==> src/rtl/led_piece_shifter.sv <==
// led_piece_shifter -- drives one lit piece of PIECE_W contiguous LEDs across
// a COLS-wide RGB LED bar from raw push-buttons. Rising-edge commands shift
// the piece (saturating at the walls) or cycle its colour; a held shift
// button auto-repeats after REPEAT_DLY cycles, then every REPEAT_PER cycles.
// Optional build macro LED_PIECE_GRAVITY_EN adds a gravity row counter that
// lands the piece (returning it to the start column) after ROWS steps.

module led_piece_shifter #(
   parameter int COLS       = 8,
   parameter int PIECE_W    = 4,
   parameter int REPEAT_DLY = 25000000,
   parameter int REPEAT_PER = 5000000,
   parameter int ROWS       = 4,
   parameter int DROP_TICKS = 50000000,
   localparam int POS_W     = ((COLS - PIECE_W + 1) > 1) ? $clog2(COLS - PIECE_W + 1) : 1,
   localparam int ROW_W     = (ROWS > 1) ? $clog2(ROWS) : 1
) (
   input  logic             clk,
   input  logic             rst,
   input  logic [3:0]       button,
   output logic [COLS-1:0]  rled,
   output logic [COLS-1:0]  gled,
   output logic [COLS-1:0]  bled,
   output logic [POS_W-1:0] pos,
   output logic [ROW_W-1:0] row,
   output logic             landed
);

   // ------------------------------------------------------------------
   // Constants
   // ------------------------------------------------------------------
   localparam int               MAX_POS_I = COLS - PIECE_W;
   localparam logic [POS_W-1:0] MAX_POS   = POS_W'(MAX_POS_I);
   localparam logic [POS_W-1:0] RST_POS   = POS_W'(MAX_POS_I / 2);
   localparam logic [COLS-1:0]  BASE_MASK = {COLS{1'b1}} >> (COLS - PIECE_W);
   localparam logic [COLS-1:0]  RST_MASK  = BASE_MASK << RST_POS;

   // The repeat counter only ever counts up to (limit - 1).
   localparam int               REP_MAX   = (REPEAT_DLY > REPEAT_PER) ? REPEAT_DLY : REPEAT_PER;
   localparam int               CNT_W     = (REP_MAX > 1) ? $clog2(REP_MAX) : 1;
   localparam logic [CNT_W-1:0] DLY_LAST  = CNT_W'(REPEAT_DLY - 1);
   localparam logic [CNT_W-1:0] PER_LAST  = CNT_W'(REPEAT_PER - 1);
   localparam bit               REPEAT_EN = (REPEAT_DLY != 0);

   localparam int BTN_RIGHT = 0;
   localparam int BTN_BACK  = 1;
   localparam int BTN_FWD   = 2;
   localparam int BTN_LEFT  = 3;

   typedef enum logic [1:0] {COL_BLUE, COL_RED, COL_GREEN} colour_e;
   typedef enum logic [1:0] {REP_IDLE, REP_DELAY, REP_PERIOD} rep_state_e;

   // Reject impossible configurations at elaboration time.
   if (COLS < PIECE_W || PIECE_W < 1 || REPEAT_DLY < 0 || REPEAT_PER < 1 ||
       ROWS < 1 || DROP_TICKS < 1) begin : g_param_check
      $error("led_piece_shifter: illegal parameter combination");
   end

   // ------------------------------------------------------------------
   // Signals
   // ------------------------------------------------------------------
   logic [3:0]       button_q;
   logic [POS_W-1:0] pos_q, pos_d;
   logic [COLS-1:0]  mask_d;
   colour_e          colour_q;
   logic [COLS-1:0]  rled_q, gled_q, bled_q;
   rep_state_e       rep_state_q;
   logic [CNT_W-1:0] rep_cnt_q;

   logic [3:0]       rise;
   logic             one_hot;
   logic             accept;
   logic             shift_held;
   logic             rep_fire;
   logic             do_right;
   logic             do_left;
   logic             cmd_fwd;
   logic             cmd_back;
   logic             landing;

   // Returns the three bars {red, green, blue} with the mask on the active colour.
   function automatic logic [3*COLS-1:0] paint(input colour_e c, input logic [COLS-1:0] m);
      logic [COLS-1:0] zero;
      zero = '0;
      case (c)
         COL_RED:   paint = {m, zero, zero};
         COL_GREEN: paint = {zero, m, zero};
         default:   paint = {zero, zero, m};
      endcase
   endfunction

   // ------------------------------------------------------------------
   // Button sampling and command decode
   // ------------------------------------------------------------------

   // Previous-cycle button sample used for rising-edge detection.
   always_ff @(posedge clk) begin
      // NOTE: registers use non-blocking assignments so every flop samples pre-edge values.
      if (rst) button_q <= '0;
      else     button_q <= button;
   end

   // Accept only a lone, freshly risen button; also flag a held lone shift button.
   always_comb begin
      // NOTE: every output of this block gets a default first, so no latch can be inferred.
      rise       = button & ~button_q;
      one_hot    = $onehot(button);
      accept     = one_hot && (rise == button);
      shift_held = one_hot && (button == button_q) &&
                   (button[BTN_RIGHT] || button[BTN_LEFT]);
      rep_fire   = 1'b0;
      if (shift_held) begin
         case (rep_state_q)
            REP_DELAY:  rep_fire = (rep_cnt_q == DLY_LAST);
            REP_PERIOD: rep_fire = (rep_cnt_q == PER_LAST);
            default:    rep_fire = 1'b0;
         endcase
      end
      do_right = button[BTN_RIGHT] && (accept || rep_fire);
      do_left  = button[BTN_LEFT]  && (accept || rep_fire);
      cmd_fwd  = accept && button[BTN_FWD];
      cmd_back = accept && button[BTN_BACK];
   end

   // ------------------------------------------------------------------
   // Auto-repeat
   // ------------------------------------------------------------------

   // Repeat FSM: first repeat after REPEAT_DLY held cycles, then every REPEAT_PER.
   always_ff @(posedge clk) begin
      if (rst) begin
         rep_state_q <= REP_IDLE;
         rep_cnt_q   <= '0;
      end else if (REPEAT_EN && accept && (button[BTN_RIGHT] || button[BTN_LEFT])) begin
         rep_state_q <= REP_DELAY;
         rep_cnt_q   <= '0;
      end else if ((rep_state_q != REP_IDLE) && shift_held) begin
         if (rep_fire) begin
            rep_state_q <= REP_PERIOD;
            rep_cnt_q   <= '0;
         end else begin
            rep_cnt_q   <= rep_cnt_q + CNT_W'(1);
         end
      end else begin
         // Release, change, multi-bit press or colour button: stop repeating.
         rep_state_q <= REP_IDLE;
         rep_cnt_q   <= '0;
      end
   end

   // ------------------------------------------------------------------
   // Piece position
   // ------------------------------------------------------------------

   // Next position: a landing overrides any user shift; shifts saturate at the walls.
   always_comb begin
      pos_d = pos_q;
      if (landing) begin
         pos_d = RST_POS;
      end else if (do_right && (pos_q != '0)) begin
         pos_d = pos_q - POS_W'(1);
      end else if (do_left && (pos_q != MAX_POS)) begin
         pos_d = pos_q + POS_W'(1);
      end
      mask_d = BASE_MASK << pos_d;
   end

   // Position register.
   always_ff @(posedge clk) begin
      if (rst) pos_q <= RST_POS;
      else     pos_q <= pos_d;
   end

   // ------------------------------------------------------------------
   // Colour FSM with registered LED bars
   // ------------------------------------------------------------------

   // Colour cycling (fwd: B->R->G, back: B->G->R) and repainting of all bars.
   always_ff @(posedge clk) begin
      if (rst) begin
         colour_q                 <= COL_BLUE;
         {rled_q, gled_q, bled_q} <= {{(2*COLS){1'b0}}, RST_MASK};
      end else begin
         case (colour_q)
            COL_BLUE: begin
               if (cmd_fwd) begin
                  colour_q                 <= COL_RED;
                  {rled_q, gled_q, bled_q} <= paint(COL_RED, mask_d);
               end else if (cmd_back) begin
                  colour_q                 <= COL_GREEN;
                  {rled_q, gled_q, bled_q} <= paint(COL_GREEN, mask_d);
               end else begin
                  {rled_q, gled_q, bled_q} <= paint(COL_BLUE, mask_d);
               end
            end
            COL_RED: begin
               if (cmd_fwd) begin
                  colour_q                 <= COL_GREEN;
                  {rled_q, gled_q, bled_q} <= paint(COL_GREEN, mask_d);
               end else if (cmd_back) begin
                  colour_q                 <= COL_BLUE;
                  {rled_q, gled_q, bled_q} <= paint(COL_BLUE, mask_d);
               end else begin
                  {rled_q, gled_q, bled_q} <= paint(COL_RED, mask_d);
               end
            end
            COL_GREEN: begin
               if (cmd_fwd) begin
                  colour_q                 <= COL_BLUE;
                  {rled_q, gled_q, bled_q} <= paint(COL_BLUE, mask_d);
               end else if (cmd_back) begin
                  colour_q                 <= COL_RED;
                  {rled_q, gled_q, bled_q} <= paint(COL_RED, mask_d);
               end else begin
                  {rled_q, gled_q, bled_q} <= paint(COL_GREEN, mask_d);
               end
            end
            default: begin
               colour_q                 <= COL_BLUE;
               {rled_q, gled_q, bled_q} <= paint(COL_BLUE, mask_d);
            end
         endcase
      end
   end

   // ------------------------------------------------------------------
   // Gravity (optional)
   // ------------------------------------------------------------------
`ifdef LED_PIECE_GRAVITY_EN
   localparam int                TICK_W    = (DROP_TICKS > 1) ? $clog2(DROP_TICKS) : 1;
   localparam logic [TICK_W-1:0] TICK_LAST = TICK_W'(DROP_TICKS - 1);
   localparam logic [ROW_W-1:0]  ROW_LAST  = ROW_W'(ROWS - 1);

   logic [TICK_W-1:0] tick_q;
   logic [ROW_W-1:0]  row_q;
   logic              landed_q;
   logic              wrap;

   assign wrap    = (tick_q == TICK_LAST);
   assign landing = wrap && (row_q == ROW_LAST);

   // Tick counter paces row steps; stepping past the last row lands the piece.
   always_ff @(posedge clk) begin
      if (rst) begin
         tick_q   <= '0;
         row_q    <= '0;
         landed_q <= 1'b0;
      end else begin
         landed_q <= landing;
         if (wrap) begin
            tick_q <= '0;
            row_q  <= landing ? '0 : row_q + ROW_W'(1);
         end else begin
            tick_q <= tick_q + TICK_W'(1);
         end
      end
   end

   assign row    = row_q;
   assign landed = landed_q;
`else
   assign landing = 1'b0;
   assign row     = '0;
   assign landed  = 1'b0;
`endif

   // ------------------------------------------------------------------
   // Outputs
   // ------------------------------------------------------------------
   assign rled = rled_q;
   assign gled = gled_q;
   assign bled = bled_q;
   assign pos  = pos_q;

endmodule
==> config.mk <==
export PLATFORM = sky130hd
export DESIGN_NAME = led_piece_shifter
export DESIGN_NICKNAME = d
export VERILOG_FILES = /design/src/rtl/led_piece_shifter.sv
export SDC_FILE = /design/constraint.sdc
export NUM_CORES = 1
export LEC_CHECK = 0
export ABC_CLOCK_PERIOD_IN_PS = 4000
export BUFFER_PORTS_ARGS = -buffer_cell sky130_fd_sc_hd__buf_2
export CORE_MARGIN = 8
export CORE_UTILIZATION = 57
export DETAILED_ROUTE_END_ITERATION = 10
export PLACE_DENSITY = 0.79
export SETUP_SLACK_MARGIN = 0.1
export SYNTH_ARGS = -nofsm -noshare
export SYNTH_HDL_FRONTEND = slang
export SYNTH_SLANG_ARGS = --single-unit
==> constraint.sdc <==
create_clock -name clk -period 4 [get_ports clk]
set_clock_uncertainty 0.1 [all_clocks]
set_input_delay 0 -clock clk [delete_from_list [all_inputs] [get_ports clk]]
set_output_delay 0 -clock clk [all_outputs]
set_load 0.05 [all_outputs]
==> reports/results.ini <==
[yosys]
ys_types=49
synth_edf_count=0
ys.flop_type=dfxtp_1
yosysTopAreaCellShare_pct=44.1
ys_ff_latch=60
postSynthAreaPerCell_sq_um=8.91
async_flop_share_pct=0
yosys_warnings=0
synthCells=306
yosysTopAreaCell=dfxtp_1
ys_seq_area_share_pct=44.1
ys_top_cells_by_area=dfxtp_1 44%, nor2_1 8.5%, ha_1 6.0%
synth_area_sq_um=2730

[critical_path]
end_kind=flop
critical_path_peak_fanout=10
start_kind=primary input
required_ns=4.15
reg2reg_depth=10
critPathKind=primary input to flop
arrival_ns=3.81

[sta]
finalHoldViolations=0
tns_ns=0
finalMaxSlewViolations=0
relSlewSlack_pct=48.1
min_period_ns=3.67
setup_ws_ns=0.334
min_period_over_period_pct=91.7
fmax_mhz=273
setup_viol=0
worst_slew_pin_slew_ns=0.768
rsz0062_at_grt=no

[detailed_routing]
initialDrtViolationCount=128
route.met3.wl_microns=284
wl_met1_mm=2.58
routedWlPerCell_microns=13.3
viasPerCell=5.29
firstDrtPassIters=4
wl_mm=5.39
wl_met2_mm=2.42
drc=0
ant_nets=0
vias=2142
highest_layer=met4

[floorplan]
dieWidth_microns=85.1
initial_core_util_pct=58.5
rows=25
core_area_sq_um=4660
dieArea_sq_um=7250
num_io_pins=36
die_y_microns=85.1

[finish]
fin_nets=366
syn2layout_area_growth_pct=16.2
fill_cells=354
layout_common_cells=62 x nor2_1, 60 x dfxtp_1, 32 x buf_2
antenna_cells=0
drive_gt1_share_pct=19.4
final_common_cell=nor2_1

[run_status]
status=finished, final reports clean

[cts]
clock_sinks=60
cts_root_buf=clkbuf_8
cts_resized=0
htreeDepth=3
cts_tree=yes
clockBufferDepth=2
clkTransAtPathRegs_ns=0.07
clk-insertion-delay-late_ns=0.34
cts_made_buffers=9

[global_route]
grt_max_degree=26
grt_pass1_wl_mm=9.34
grt-ovfl-total=0
first_global_vias=2048
antenna_found_initial=0
grt_usage_pct=16.1

[placed_design]
routabilityCongestion=0.895
port-buffer-count=32
place_ws_ns=0.370
place_hpwl_mm=3.80

[power]
peakVddDrop_uv=294
p_leak_nw=1.28
pwr_density_cell_nw_per_um2=449

[job]
maxCapViolCount=0

[min_path]
hold_class=flop to flop
hold_depth=1

[power by group]
part	internal [mW]	switching, mW	total [mW]
combinational	0.0709	0.170	0.241
clock	0.290	0.255	0.545
sequential	0.622	0.0137	0.636
total	0.983	0.439	1.42
[cell type report]
cell class / instances / area (sq um) / area share [%]
inverter: 16 / 60.1 / 1.90
timing repair buffer: 39 / 228 / 7.19
clock inverter: 7 / 76.3 / 2.41
tap: 54 / 67.6 / 2.13
clock buffer: 9 / 124 / 3.91
multi-input combinational: 220 / 1410 / 44.5
sequential: 60 / 1200 / 37.9
[through the flow]
step	util (%)	hold slack, ns	std cells	power [mW]	area (sq um)
floorplan	-	-0.0284	308	0.835	2730
global placement	62.2	0.233	382	0.879	2900
detailed placement	62.2	0.241	382	0.884	2900
CTS	67.8	0.409	404	1.43	3160
global route	67.9	0.454	405	1.48	3170
finish	67.9	0.408	405	1.42	3170
[cells in the mapped netlist (6+ instances only)]
cell      instances
a21oi_1           6
clkbuf_1          7
dfxtp_1          60
ha_1             13
inv_1            15
nand2_1          22
nand3_1          16
nor2_1           62
nor3_1            7
o21ai_0           7
xnor2_1          14
xor2_1           13
[flip-flops by register name (all words and copies together) (netlist names)]
signal       count
rep_state_q      2
rep_cnt_q       25
rled             8
gled             8
pos              3
button_q         4
colour_q         2
bled             8
[worst max-delay path, stage by stage]
cell and delay, ns:
dlygate4sd3_1 0.52, buf_2 0.19, inv_1 0.10, fa_1 0.54
inv_1 0.04, ha_1 0.18, ha_1 0.27, nor3b_1 0.31
nand3_1 0.18, a2111o_1 0.42, and2_2 0.25, o21ai_0 0.15
o21ai_0 0.14, ha_1 0.36, a21o_1 0.17
[kinds of logic after synthesis]
kind of cell	synth area share [%]
AND/OR/NAND/NOR	26.3
flip-flops	44.1
adder cells (fa/ha/maj)	6.70
buffers and inverters	4.45
AO/OA/AOI/OAI	7.81
other	0.138
XOR/XNOR	9.69
multiplexers	0.826
[per-layer routing]
metal / up-vias / track usage (%)
li1: 1099 / -
met1: 989 / 19.0
met2: 46 / 25.1
met3: 8 / 6.18
met4: 0 / 7.44
met5: - / 0
[final timing paths]
path,start,endpoint,slack [ns]
worst min-delay path,rep_cnt_q[0],rep_cnt_q[0],0.41
worst min register to register,rep_cnt_q[0],rep_cnt_q[0],0.41
worst max register to register,rep_state_q[0],bled[5],1.23
worst max-delay path,button[0],bled[5],0.33
[timing repair]
| item | 4_1_cts | 5_1_grt |
|---|---|---|
| hold buffers | 6 | 0 |
| buffers inserted | 0 | 1 |
| hold endpoints to repair | 12 | 0 |
| endpoints found under the setup margin | 0 | 3 |
Power figures use the tool's default switching activity.
